## src/rtl/vmm_result_buffer.sv

```systemverilog
// Elastic FIFO between the VMM engine and bin2bcd, with an operator-paced pop/convert/show FSM.
// Optional conversion watchdog enabled by defining VMM_BUF_TIMEOUT_EN.
module vmm_result_buffer #(
  parameter int DATA_W      = 10,
  parameter int IDX_W       = 5,
  parameter int DEPTH       = 8,
  parameter int TIMEOUT_CYC = 64
) (
  input  logic                   buf_clk,
  input  logic                   rst_,
  input  logic                   wr_valid_i,
  input  logic [DATA_W-1:0]      wr_data_i,
  input  logic [IDX_W-1:0]       wr_i_i,
  input  logic [IDX_W-1:0]       wr_j_i,
  output logic                   full_o,
  output logic                   empty_o,
  output logic [$clog2(DEPTH):0] count_o,
  output logic                   overflow_o,
  input  logic                   next_i,
  output logic                   conv_start_o,
  output logic [DATA_W-1:0]      conv_data_o,
  input  logic                   conv_done_i,
  output logic [IDX_W-1:0]       disp_i_o,
  output logic [IDX_W-1:0]       disp_j_o,
  output logic [1:0]             state_o,
  output logic                   err_o
);
  localparam int AW = $clog2(DEPTH);
  localparam int CW = AW + 1;
  localparam int EW = DATA_W + 2 * IDX_W;

  typedef enum logic [1:0] {
    S_IDLE   = 2'd0,
    S_LAUNCH = 2'd1,
    S_WAIT   = 2'd2,
    S_SHOW   = 2'd3
  } state_t;

  logic [EW-1:0]     r_mem [DEPTH];
  logic [AW-1:0]     r_wptr;
  logic [AW-1:0]     r_rptr;
  logic [CW-1:0]     r_count;
  logic              r_ovf;
  logic              r_next_q;
  logic              r_done_q;
  state_t            r_state;
  logic              r_start;
  logic [DATA_W-1:0] r_data;
  logic [IDX_W-1:0]  r_di;
  logic [IDX_W-1:0]  r_dj;

  logic              w_full;
  logic              w_empty;
  logic              w_pop;
  logic              w_push;
  logic              w_next_rise;
  logic              w_done_rise;
  logic              w_launch;
  logic [EW-1:0]     w_head;

  // Write side is valid-only: a word is taken when wr_valid_i is high and there is room
  // (or the head leaves in the same cycle); the producer must stall while full_o is high.
  assign w_full      = (r_count == CW'(DEPTH));
  assign w_empty     = (r_count == '0);
  assign w_pop       = (r_state == S_LAUNCH);
  assign w_push      = wr_valid_i & (~w_full | w_pop);
  assign w_next_rise = next_i & ~r_next_q;
  assign w_done_rise = conv_done_i & ~r_done_q;
  assign w_launch    = w_next_rise & ~w_empty & ((r_state == S_IDLE) | (r_state == S_SHOW));
  assign w_head      = r_mem[r_rptr];

  always_ff @(posedge buf_clk) begin
    if (w_push) r_mem[r_wptr] <= {wr_data_i, wr_i_i, wr_j_i};
  end

  always_ff @(posedge buf_clk) begin
    if (!rst_) begin
      r_wptr   <= '0;
      r_rptr   <= '0;
      r_count  <= '0;
      r_ovf    <= 1'b0;
      r_next_q <= 1'b0;
      r_done_q <= 1'b0;
    end else begin
      r_next_q <= next_i;
      r_done_q <= conv_done_i;
      if (w_push) r_wptr <= r_wptr + AW'(1);
      if (w_pop)  r_rptr <= r_rptr + AW'(1);
      if (w_push & ~w_pop)      r_count <= r_count + CW'(1);
      else if (w_pop & ~w_push) r_count <= r_count - CW'(1);
      if (wr_valid_i & ~w_push) r_ovf <= 1'b1;
    end
  end

`ifdef VMM_BUF_TIMEOUT_EN
  localparam int TW = $clog2(TIMEOUT_CYC) + 1;
  logic [TW-1:0] r_tmo;
  logic          r_err;
`endif

  // The head is latched into the display registers on the edge that enters LAUNCH,
  // so conv_data_o is already valid alongside the start pulse.
  always_ff @(posedge buf_clk) begin
    if (!rst_) begin
      r_state <= S_IDLE;
      r_start <= 1'b0;
      r_data  <= '0;
      r_di    <= '0;
      r_dj    <= '0;
`ifdef VMM_BUF_TIMEOUT_EN
      r_tmo   <= '0;
      r_err   <= 1'b0;
`endif
    end else begin
      r_start <= 1'b0;
      if (w_launch) begin
        r_state               <= S_LAUNCH;
        r_start               <= 1'b1;
        {r_data, r_di, r_dj}  <= w_head;
      end else begin
        case (r_state)
          S_LAUNCH: begin
            r_state <= S_WAIT;
`ifdef VMM_BUF_TIMEOUT_EN
            r_tmo   <= '0;
`endif
          end
          S_WAIT: begin
            if (w_done_rise) r_state <= S_SHOW;
`ifdef VMM_BUF_TIMEOUT_EN
            else if (r_tmo == TW'(TIMEOUT_CYC - 1)) begin
              r_state <= S_SHOW;
              r_err   <= 1'b1;
            end else begin
              r_tmo <= r_tmo + TW'(1);
            end
`endif
          end
          S_SHOW: begin
            if (w_next_rise) r_state <= S_IDLE;
          end
          default: ;
        endcase
      end
    end
  end

  assign full_o       = w_full;
  assign empty_o      = w_empty;
  assign count_o      = r_count;
  assign overflow_o   = r_ovf;
  assign conv_start_o = r_start;
  assign conv_data_o  = r_data;
  assign disp_i_o     = r_di;
  assign disp_j_o     = r_dj;
  assign state_o      = r_state;
`ifdef VMM_BUF_TIMEOUT_EN
  assign err_o        = r_err;
`else
  // No watchdog: err_o is constant 0; TIMEOUT_CYC is referenced only to keep it live.
  assign err_o        = (TIMEOUT_CYC < 0);
`endif
endmodule

```

## config.mk

```make
export PLATFORM = sky130hd
export DESIGN_NAME = vmm_result_buffer
export DESIGN_NICKNAME = d
export VERILOG_FILES = /design/src/rtl/vmm_result_buffer.sv
export SDC_FILE = /design/constraint.sdc
export NUM_CORES = 1
export LEC_CHECK = 0
export CORE_ASPECT_RATIO = 0.9
export CORE_MARGIN = 1.5
export CORE_UTILIZATION = 40
export CTS_CLUSTER_DIAMETER = 30
export DETAILED_ROUTE_END_ITERATION = 8
export GPL_TIMING_DRIVEN = 0
export PLACE_DENSITY_LB_ADDON = 0.3
export RECOVER_POWER = 50
export SLEW_MARGIN = 20
export SYNTH_ARGS = -nofsm -noshare
export SYNTH_HDL_FRONTEND = slang
export SYNTH_SLANG_ARGS = --single-unit
```

## constraint.sdc

```tcl
create_clock -name buf_clk -period 7.95 [get_ports buf_clk]
set_input_delay 2.385 -clock buf_clk [delete_from_list [all_inputs] [get_ports buf_clk]]
set_output_delay 2.385 -clock buf_clk [all_outputs]
set_load 0.01 [all_outputs]
```

==> results of run 1 <==
synthesized netlist by cell type (2+ instances only):
library cell  count  area share [%]
nor2_1            7            0.35
nor3_1            5            0.33
mux4_2           40              12
and2_1            7            0.59
nor2b_1           3            0.25
mux2i_1           4            0.53
inv_1             6            0.30
buf_1             4            0.20
ha_1             11             1.8
xnor2_1           4            0.47
nand2_1          45             2.3
buf_6             2            0.30
buf_2             9            0.60
nand2b_1          7            0.59
edfxtp_1        160              64
a22oi_1          19             1.9
clkbuf_1          5            0.25
a21oi_1           3            0.20
dfxtp_1          36             9.6
state kept, by name (all words and copies together) (netlist names):
signal,cells
r_done_q,1
r_rptr,3
conv_start_o,1
r_wptr,3
conv_data_o,10
r_mem,160
state_o,2
disp_i_o,5
overflow_o,1
count_o,4
r_next_q,1
disp_j_o,5
tightest hold or removal path: stages (launching register included):
cell and delay (ps):
dfxtp_1 310, nand2_1 50, nand2_1 40
report_power, final:
| part | internal (mW) | leakage (nW) | switching, mW |
|---|---|---|---|
| registers | 1.20 | 1.75 | 0.0570 |
| logic | 0.325 | 1.05 | 0.293 |
| clock network | 0.557 | 0.308 | 0.353 |
| total | 2.08 | 3.10 | 0.704 |
how the worst max path moves through the flow:
| stage | slack [ps] | endpoint |
|---|---|---|
| after floorplan | 3470 | r_mem[0][0]$_DFFE_PP_ |
| after global placement | 1400 | r_mem[0][10]$_DFFE_PP_ |
| after detailed placement | 3260 | r_mem[0][10]$_DFFE_PP_ |
| after CTS | 3480 | full_o |
| after global routing | 3420 | full_o |
| final | 3520 | full_o |
metrics by stage:
stage	setup slack, ps	instance area (um^2)
4_1_cts	3480	9230
3_5_place_dp	3260	8590
3_3_place_gp	1400	8330
5_1_grt	3420	9180
2_1_floorplan	3470	7480
6_report	3520	9180
cells in the final DEF, fill, tap and decap left out, types with 4 or more instances in the layout:
| cell type | instances |
|---|---|
| nor2_1 | 5 |
| inv_1 | 6 |
| edfxtp_1 | 160 |
| buf_2 | 8 |
| nand2b_1 | 7 |
| ha_1 | 11 |
| and2_1 | 5 |
| clkdlybuf4s50_1 | 27 |
| mux2i_1 | 4 |
| dlygate4sd3_1 | 27 |
| clkbuf_1 | 7 |
| xnor2_1 | 4 |
| buf_16 | 6 |
| dfxtp_1 | 36 |
| buf_1 | 4 |
| bufinv_16 | 5 |
| mux4_2 | 40 |
| nand2_1 | 45 |
| nor3_1 | 4 |
| buf_4 | 5 |
| a22oi_1 | 19 |
| clkbuf_16 | 17 |
final cells by class:
class / instances / area [um^2]
well taps: 245 / 307
flip-flops and latches: 196 / 5530
inverters: 6 / 22.5
repair buffers: 65 / 747
multi-input cells: 178 / 1840
clock buffers: 18 / 429
fillers: 1546 / 9170
clock inverters: 14 / 208
plain buffers: 21 / 108
metal layers:
layer	vias to the layer above	track usage (%)	part of all wire, %
met5	-	0	0
met3	10	3.62	4.2
met1	1978	21.3	45
met4	0	4.50	0.98
li1	1739	-	-
met2	87	26.5	50
kinds of logic after synthesis:
family	after synthesis	synth area share, %
XOR/XNOR	5	0.585
AO/OA/AOI/OAI	35	3.74
buffers and inverters	27	1.76
other	1	0.0501
multiplexers	44	12.6
adder cells (fa/ha/maj)	12	2.11
AND/OR/NAND/NOR	81	5.37
flip-flops	196	73.8
==> results by group, run 1 <==
Pwr
  • Worst-case vdd ir drop: about 0.00017 V
  • Power density cells: 303 nW/um^2
  • Cell leakage power: roughly 3.1 nW
  • Total Power Consumption: 2.78 mW

Worst setup path
  • Number of cells on the critical path: 3
  • Endpoint arrival time on the critical path: 2050 ps
  • CP top delay family: buffers and inverters
  • Kind of capture point of the worst setup path: output port
  • Slack of the worst reg-to-reg path: roughly 5200 ps
  • Endpoint of the lowest-slack register-to-register path: r_mem[0][2]$_DFFE_PP_
  • Critical path startpoint: count_o[0]$_SDFFE_PN0P_
  • Cells along the critical path: or4b_4 -> inv_1 -> clkdlybuf4s50_1
  • Category of the worst setup path launch point: register
  • WP data required: about 5600 ps
  • Highest cell delay on the worst timing path: 600 ps
  • CP max stage cell: or4b_4
  • Category of the critical setup timing path: register to output port
  • Depth of the worst register-to-register path: 7
  • Number of buffers and inverters on the critical path: 2
  • Largest fanout of any net on the critical path: 6
  • Worst reg2reg path startpoint: state_o[1]$_SDFFE_PP0P_

Global route
  • Global-route wire length before repair: around 23 mm
  • Pin count of the biggest net entering global routing: 18
  • Global router's overall resource usage: between 15 and 20%
  • Via count of the first global-routing pass: 3961
  • Number of antenna violations at the first check in global routing: 0
  • GR Overflow Total: 0

Synth
  • Post-synthesis cell area: 7480 um^2
  • Average cell area after synthesis: roughly 19 um^2
  • Synth Flop Type: edfxtp_1
  • Synth async-reset ratio: 0%
  • Share of synthesized area occupied by flip-flops and latches: around three quarters
  • FF+latch count, synth: 196
  • Count of flip-flops with a built-in enable after synthesis: 160
  • Net count of the mapped netlist: 438
  • Unique cell type count in the Yosys netlist: 43
  • Instance count of the mapped netlist: between 400 and 500
  • Count of yosys warnings during synthesis: 0

Clocking
  • Insertion delay of the later-clocked pin in the worst-skew pair: about 430 ps
  • Clock tree from TritonCTS: yes
  • Number of buffers inserted by post-CTS setup repair: 0
  • Number of buffers added by the clock tree synthesis step: 17
  • Htree depth: 4
  • Buffer cell driving the clock tree root: clkbuf_16
  • Number of sinks handled by clock tree synthesis: ~200
  • Count of instances resized after the clock tree is built: 0
  • Reg clk slew, reported paths: 70 ps
  • Hold buffer count at cts: 0
  • Maximum clock insertion buffer count: 2

Final layout
  • Non-Filler Instances: ~740
  • Fraction of final layout cells sized beyond drive strength 1: 20.1%
  • Syn-to-layout area delta: 22.7%
  • Final core occ: approximately 50%
  • Layout Nets: between 500 and 600
  • Final antenna diode count: 0

STA
  • Period minus WS final: approximately 4400 ps
  • Number of failing hold endpoints at the final stage: 0
  • RSZ-0062 raised after global routing: no
  • Worst-case hold slack: 432 ps
  • Relative max-transition margin: about a third
  • Largest clock skew in the final design: approximately 16 ps
  • Maximum clock rate: approximately 230 MHz
  • Worst Tran Pin Value: about 1000 ps
  • Final setup fails: 0
  • Share of the clock period used by the worst path: between 50 and 60%
  • Total negative setup slack: 0 ps
  • Max-slew violation total from the final report: 0

Floorplanning
  • Effective utilization at floorplan: 40.8%
  • Y dimension of the die: ~130 um
  • Std-Cell Core Area: between 15000 and 20000 um^2
  • DIE AREA: roughly 20000 um^2
  • DIE WIDTH: around 150 um
  • Number of placed I/O pins: 56
  • Number of cell rows: 47

Placement
  • Port bufs: 54
  • Global placer's final weighted congestion: about 0.7
  • DPL Wire Length: approximately 9 mm
  • DP Cell Count: a little over 700

Route
  • Iteration count of the initial detailed-routing pass: 5
  • Average routed wire per standard cell: 19.4 um
  • Count of antenna-violating nets left after detailed routing: 0
  • DRC Markers: 0
  • Total wire length: ~14 mm
  • Via-to-Cell Ratio: a little over 5
  • Total vias in the final route: around 3800
  • Violation count after the first detailed-routing iteration: 293

Job
  • Max-cap violations: 0

Run status
  • Outcome: finished clean

Min path
  • Critical hold path startpoint: conv_data_o[6]$_SDFFE_PN0P_
  • Tightest Hold Check Type: register to register
  • Terminating pin of the worst hold path: conv_data_o[6]$_SDFFE_PN0P_
  • Number of cells on the worst hold path: 2
Note: power is estimated with default switching activity, not from simulation.
==> inputs of run 2 (changes only) <==
==> constraint.sdc (replaced) <==
create_clock -name buf_clk -period 3.75 [get_ports buf_clk]
set_input_delay 1.125 -clock buf_clk [delete_from_list [all_inputs] [get_ports buf_clk]]
set_output_delay 1.125 -clock buf_clk [all_outputs]
set_load 0.01 [all_outputs]
==> results by group, run 2 (synthesis gave the netlist of run 1 again) <==
STA
  • Share of the clock period used by the worst path: 84.6%
  • Period minus WS final: roughly 3200 ps
  • Maximum clock rate: between 300 and 400 MHz
  • Worst Tran Pin Value: 986 ps
  • Number of failing hold endpoints at the final stage: 0
  • Max-slew violation total from the final report: 0
  • Relative max-transition margin: between 30 and 40%
  • RSZ-0062 raised after global routing: no
  • Final setup fails: 0
  • Total negative setup slack: 0 ps
  • Largest clock skew in the final design: ~19 ps

Route
  • Count of antenna-violating nets left after detailed routing: 0
  • Average routed wire per standard cell: 19.5 um
  • Via-to-Cell Ratio: about 5.1
  • Violation count after the first detailed-routing iteration: roughly 300
  • Total vias in the final route: around 3800
  • DRC Markers: 0
  • Total wire length: approximately 14 mm
  • Iteration count of the initial detailed-routing pass: 4

Global route
  • Pin count of the biggest net entering global routing: 18
  • Global-route wire length before repair: 22.6 mm
  • GR Overflow Total: 0
  • Number of antenna violations at the first check in global routing: 0
  • Global router's overall resource usage: 16.0%
  • Via count of the first global-routing pass: ~4000

Final layout
  • Layout Nets: approximately 520
  • Final antenna diode count: 0
  • Cell area after layout: a little over 9000 um^2
  • Area occupied by multi-input gates: roughly 1800 um^2
  • Commonest cells after routing, fill and taps aside: edfxtp_1, nand2_1, mux4_2
  • Syn-to-layout area delta: 22.7%
  • Register area: 5530 um^2
  • Max FFs per register: 160
  • Reg with most FFs: r_mem
  • Fraction of final layout cells sized beyond drive strength 1: 20.1%
  • Filler cell count in the final layout: about 1500
  • Final core occ: 50.0%
  • Leading cell type in the layout, fill and taps excluded: edfxtp_1

Job
  • Max-cap violations: 0

Min path
  • Tightest Hold Check Type: register to register
  • Number of cells on the worst hold path: 2

Clocking
  • Htree depth: 4
  • Reg clk slew, reported paths: approximately 70 ps
  • Hold buffer count at cts: 0
  • Number of buffers inserted by post-CTS setup repair: 0
  • Count of instances resized after the clock tree is built: 0
  • Number of buffers added by the clock tree synthesis step: 17
  • Number of sinks handled by clock tree synthesis: just under 200
  • Insertion delay of the later-clocked pin in the worst-skew pair: ~430 ps
  • Buffer cell driving the clock tree root: clkbuf_16
  • Clock tree from TritonCTS: yes
  • Maximum clock insertion buffer count: 2

Worst setup path
  • Category of the worst setup path launch point: register
  • Largest fanout of any net on the critical path: 6
  • WP data required: roughly 2600 ps
  • Endpoint arrival time on the critical path: around 2000 ps
  • Category of the critical setup timing path: register to output port
  • Kind of capture point of the worst setup path: output port
  • Depth of the worst register-to-register path: 7

Floorplanning
  • DIE WIDTH: roughly 150 um
  • Y dimension of the die: about 130 um
  • DIE AREA: 19500 um^2
  • Number of placed I/O pins: between 50 and 60
  • Std-Cell Core Area: around 18000 um^2
  • Effective utilization at floorplan: 40.8%
  • Number of cell rows: 47

Placement
  • Global placer's final weighted congestion: slightly above 0.7
  • DPL Wire Length: 9.27 mm
  • Total cell area at the placement stage: roughly 8600 um^2
  • Port bufs: between 50 and 60

Run status
  • Outcome: finished clean

Pwr
  • Worst-case vdd ir drop: 0.000355 V
  • Power density cells: around 640 nW/um^2
  • Cell leakage power: roughly 3.1 nW
  • Total Power Consumption: 5.90 mW
run 2: cell types whose count changed in the layout (fill, tap and decap cells not counted):
cell	before	now
clkbuf_1	7	8
buf_1	4	3
run 2: metal layers:
layer / vias to the layer above / part of all wire [%] / routed length, um / GRT usage [%]
met5: - / 0 / 0 / 0
met4: 0 / 0.73 / 106 / 4.50
met3: 5 / 5.4 / 776 / 3.62
met2: 102 / 50 / 7280 / 26.5
met1: 1958 / 44 / 6310 / 21.3
li1: 1739 / - / - / -
run 2: path summary, 6_finish.rpt:
path	startpoint	endpoint	slack (ps)
max	count_o[0]$_SDFFE_PN0P_	full_o	580
max reg2reg	state_o[1]$_SDFFE_PP0P_	r_mem[0][2]$_DFFE_PP_	980
min	conv_data_o[6]$_SDFFE_PN0P_	conv_data_o[6]$_SDFFE_PN0P_	430
min reg2reg	conv_data_o[6]$_SDFFE_PN0P_	conv_data_o[6]$_SDFFE_PN0P_	430
run 2: power by group:
group          internal [mW]  leakage [nW]  switching [mW]  total, mW
registers               2.54          1.75           0.121       2.66
logic                  0.688          1.05           0.622       1.31
clock network           1.18         0.308           0.750       1.93
total                   4.41          3.10            1.49       5.90
run 2: critical path: stages (launching register included):
cell and delay, ps:
dfxtp_1 410, or4b_4 600, inv_1 80, clkdlybuf4s50_1 540
run 2: layout make-up:
cell class | count | share of cell area [%]
Sequential cell | 196 | 60.2
Multi-Input combinational cell | 178 | 20.0
Timing Repair Buffer | 65 | 8.13
Clock buffer | 18 | 4.67
Tap cell | 245 | 3.34
Clock inverter | 14 | 2.26
Buffer | 21 | 1.17
Inverter | 6 | 0.245
run 2: metrics by stage:
step / worst slack, ps / std cells / hold slack [ps]
6_report: 579 / 743 / 432
5_1_grt: 482 / 743 / 464
4_1_cts: 543 / 743 / 437
3_5_place_dp: 323 / 711 / 428
3_3_place_gp: -1540 / 700 / 426
2_1_floorplan: 534 / 401 / 463
==> inputs of run 3 (changes only) <==
==> constraint.sdc (replaced) <==
create_clock -name buf_clk -period 2.55 [get_ports buf_clk]
set_input_delay 0.765 -clock buf_clk [delete_from_list [all_inputs] [get_ports buf_clk]]
set_output_delay 0.765 -clock buf_clk [all_outputs]
set_load 0.01 [all_outputs]
==> results by group, run 3 (synthesis gave the netlist of run 1 again) <==
Run status
  • Outcome: finished clean

Clocking
  • Buffer cell driving the clock tree root: clkbuf_16
  • Clock tree from TritonCTS: yes
  • Insertion delay of the later-clocked pin in the worst-skew pair: roughly 430 ps
  • Number of sinks handled by clock tree synthesis: 196
  • Htree depth: 4
  • Number of buffers added by the clock tree synthesis step: 17
  • Maximum clock insertion buffer count: 2
  • Reg clk slew, reported paths: around 60 ps

Floorplanning
  • Std-Cell Core Area: between 15000 and 20000 um^2
  • Effective utilization at floorplan: between 40% and 50%
  • Y dimension of the die: 133 um
  • DIE WIDTH: ~150 um
  • Number of placed I/O pins: between 50 and 60
  • Number of cell rows: between 40 and 50
  • DIE AREA: roughly 20000 um^2

STA
  • Maximum clock rate: 403 MHz
  • Number of failing hold endpoints at the final stage: 0
  • Period minus WS final: approximately 2500 ps
  • Final setup fails: 0
  • Max-slew violation total from the final report: 0
  • Relative max-transition margin: a little under half
  • Share of the clock period used by the worst path: a little under 100%
  • Largest clock skew in the final design: roughly 7.3 ps
  • Worst Tran Pin Value: 791 ps
  • RSZ-0062 raised after global routing: yes
  • Worst setup slack after layout: approximately 71 ps

Min path
  • Critical hold path startpoint: conv_data_o[5]$_SDFFE_PN0P_
  • Tightest Hold Check Type: register to register

Final layout
  • Layout Nets: 524
  • Fraction of final layout cells sized beyond drive strength 1: between 20% and 30%
  • Max FFs per register: 160
  • Commonest cells after routing, fill and taps aside: edfxtp_1, nand2_1, mux4_2
  • Final antenna diode count: 0
  • Cell area after layout: just over 9000 um^2
  • Leading cell type in the layout, fill and taps excluded: edfxtp_1
  • Reg with most FFs: r_mem
  • Syn-to-layout area delta: 23.4%

Placement
  • DPL Wire Length: 9.32 mm
  • Port bufs: 54
  • Global placer's final weighted congestion: about 0.71
  • Total cell area at the placement stage: 8610 um^2
  • Post-place setup slack: -426 ps

Route
  • Average routed wire per standard cell: slightly below 20 um
  • Via-to-Cell Ratio: slightly above 5
  • Count of antenna-violating nets left after detailed routing: 0
  • DRC Markers: 0
  • Total vias in the final route: ~3800
  • Iteration count of the initial detailed-routing pass: 4
  • Violation count after the first detailed-routing iteration: roughly 340
  • Total wire length: 14.7 mm

Global route
  • Global router's overall resource usage: between 15 and 20%
  • Pin count of the biggest net entering global routing: 17
  • Global-route wire length before repair: 23.0 mm
  • Via count of the first global-routing pass: 3928
  • GR Overflow Total: 0
  • Number of antenna violations at the first check in global routing: 0

Pwr
  • Sequential cell fraction of total power: 46.0%
  • Total Power Consumption: around 8.5 mW
  • Power density cells: around 920 nW/um^2
  • Combinational fraction of design power: between 20% and 30%
  • Clk pwr share: 30.2%
  • Cell Int Power: about 6.3 mW
  • Worst-case vdd ir drop: between 0.0005 and 0.0006 V
  • Switching share of power: between 20% and 30%
  • Cell leakage power: 3.15 nW
  • Switch Pwr: 2.25 mW

Job
  • Max-cap violations: 0

Worst setup path
  • Largest fanout of any net on the critical path: 6
  • Worst reg2reg path startpoint: count_o[0]$_SDFFE_PN0P_
  • Endpoint arrival time on the critical path: roughly 1700 ps
  • Highest cell delay on the worst timing path: around 570 ps
  • Critical path startpoint: count_o[0]$_SDFFE_PN0P_
  • Category of the worst setup path launch point: register
  • Kind of capture point of the worst setup path: output port
  • Cells along the critical path: or4b_4 -> inv_1 -> dlygate4sd2_1
  • Category of the critical setup timing path: register to output port
  • WP data required: approximately 1800 ps
  • CP max stage cell: or4b_4
-- run 3: what timing repair did --
| item | in CTS | in global routing |
|---|---|---|
| pin swaps | 2 | 2 |
| buffers inserted | 2 | 3 |
| endpoints found under the setup margin | 28 | 14 |
| hold buffers | 0 | 0 |
| gates resized for setup | 6 | 4 |
-- run 3: power by group through the flow --
stage	sequential, mW	combinational [mW]	clock (mW)
4_1_cts	3.92	2.05	2.63
2_1_floorplan	4.01	1.21	0
5_1_grt	3.95	2.22	2.76
3_3_place_gp	3.97	1.90	0
6_report	3.92	2.03	2.57
3_5_place_dp	3.98	2.01	0
-- run 3: area by class of cell --
cell class | count | area [um^2]
Fill cell | 1500 | 9110
Sequential cell | 196 | 5530
Multi-Input combinational cell | 178 | 1910
Timing Repair Buffer | 68 | 783
Clock buffer | 23 | 488
Tap cell | 245 | 307
Buffer | 20 | 104
Clock inverter | 9 | 91.3
Inverter | 6 | 22.5
-- run 3: path summary, 6_finish.rpt --
| path | end | slack, ps | cells past startpoint |
|---|---|---|---|
| worst max-delay path | full_o | 70 | 3 |
| worst min-delay path | conv_data_o[5]$_SDFFE_PN0P_ | 430 | 2 |
| worst max register to register | count_o[3]$_SDFFE_PN0P_ | 100 | 9 |
| worst min register to register | conv_data_o[5]$_SDFFE_PN0P_ | 430 | 2 |
-- run 3: worst max-delay path: cells and delay by family, from the launching register on --
kind                   cells  cell delay [ps]
buffers and inverters      2              340
AND/OR/NAND/NOR            1              570
flip-flops                 1              370
-- run 3: through the flow --
stage / util, % / cells / TNS (ps) / hold slack [ps]
2_1_floorplan: - / 401 / 0 / 463
3_3_place_gp: 45.5 / 700 / -191230 / 424
3_5_place_dp: 46.9 / 709 / -20400 / 429
4_1_cts: 50.2 / 742 / 0 / 439
5_1_grt: 50.4 / 745 / -19.5 / 461
6_report: 50.4 / 745 / 0 / 432
-- run 3: layer usage --
metal | vias up | wire, um | global-route usage (%)
met5 | - | 0 | 0
met4 | 0 | 112 | 4.17
met3 | 10 | 694 | 4.41
met2 | 83 | 7150 | 25.2
met1 | 1964 | 6740 | 22.4
li1 | 1745 | - | -
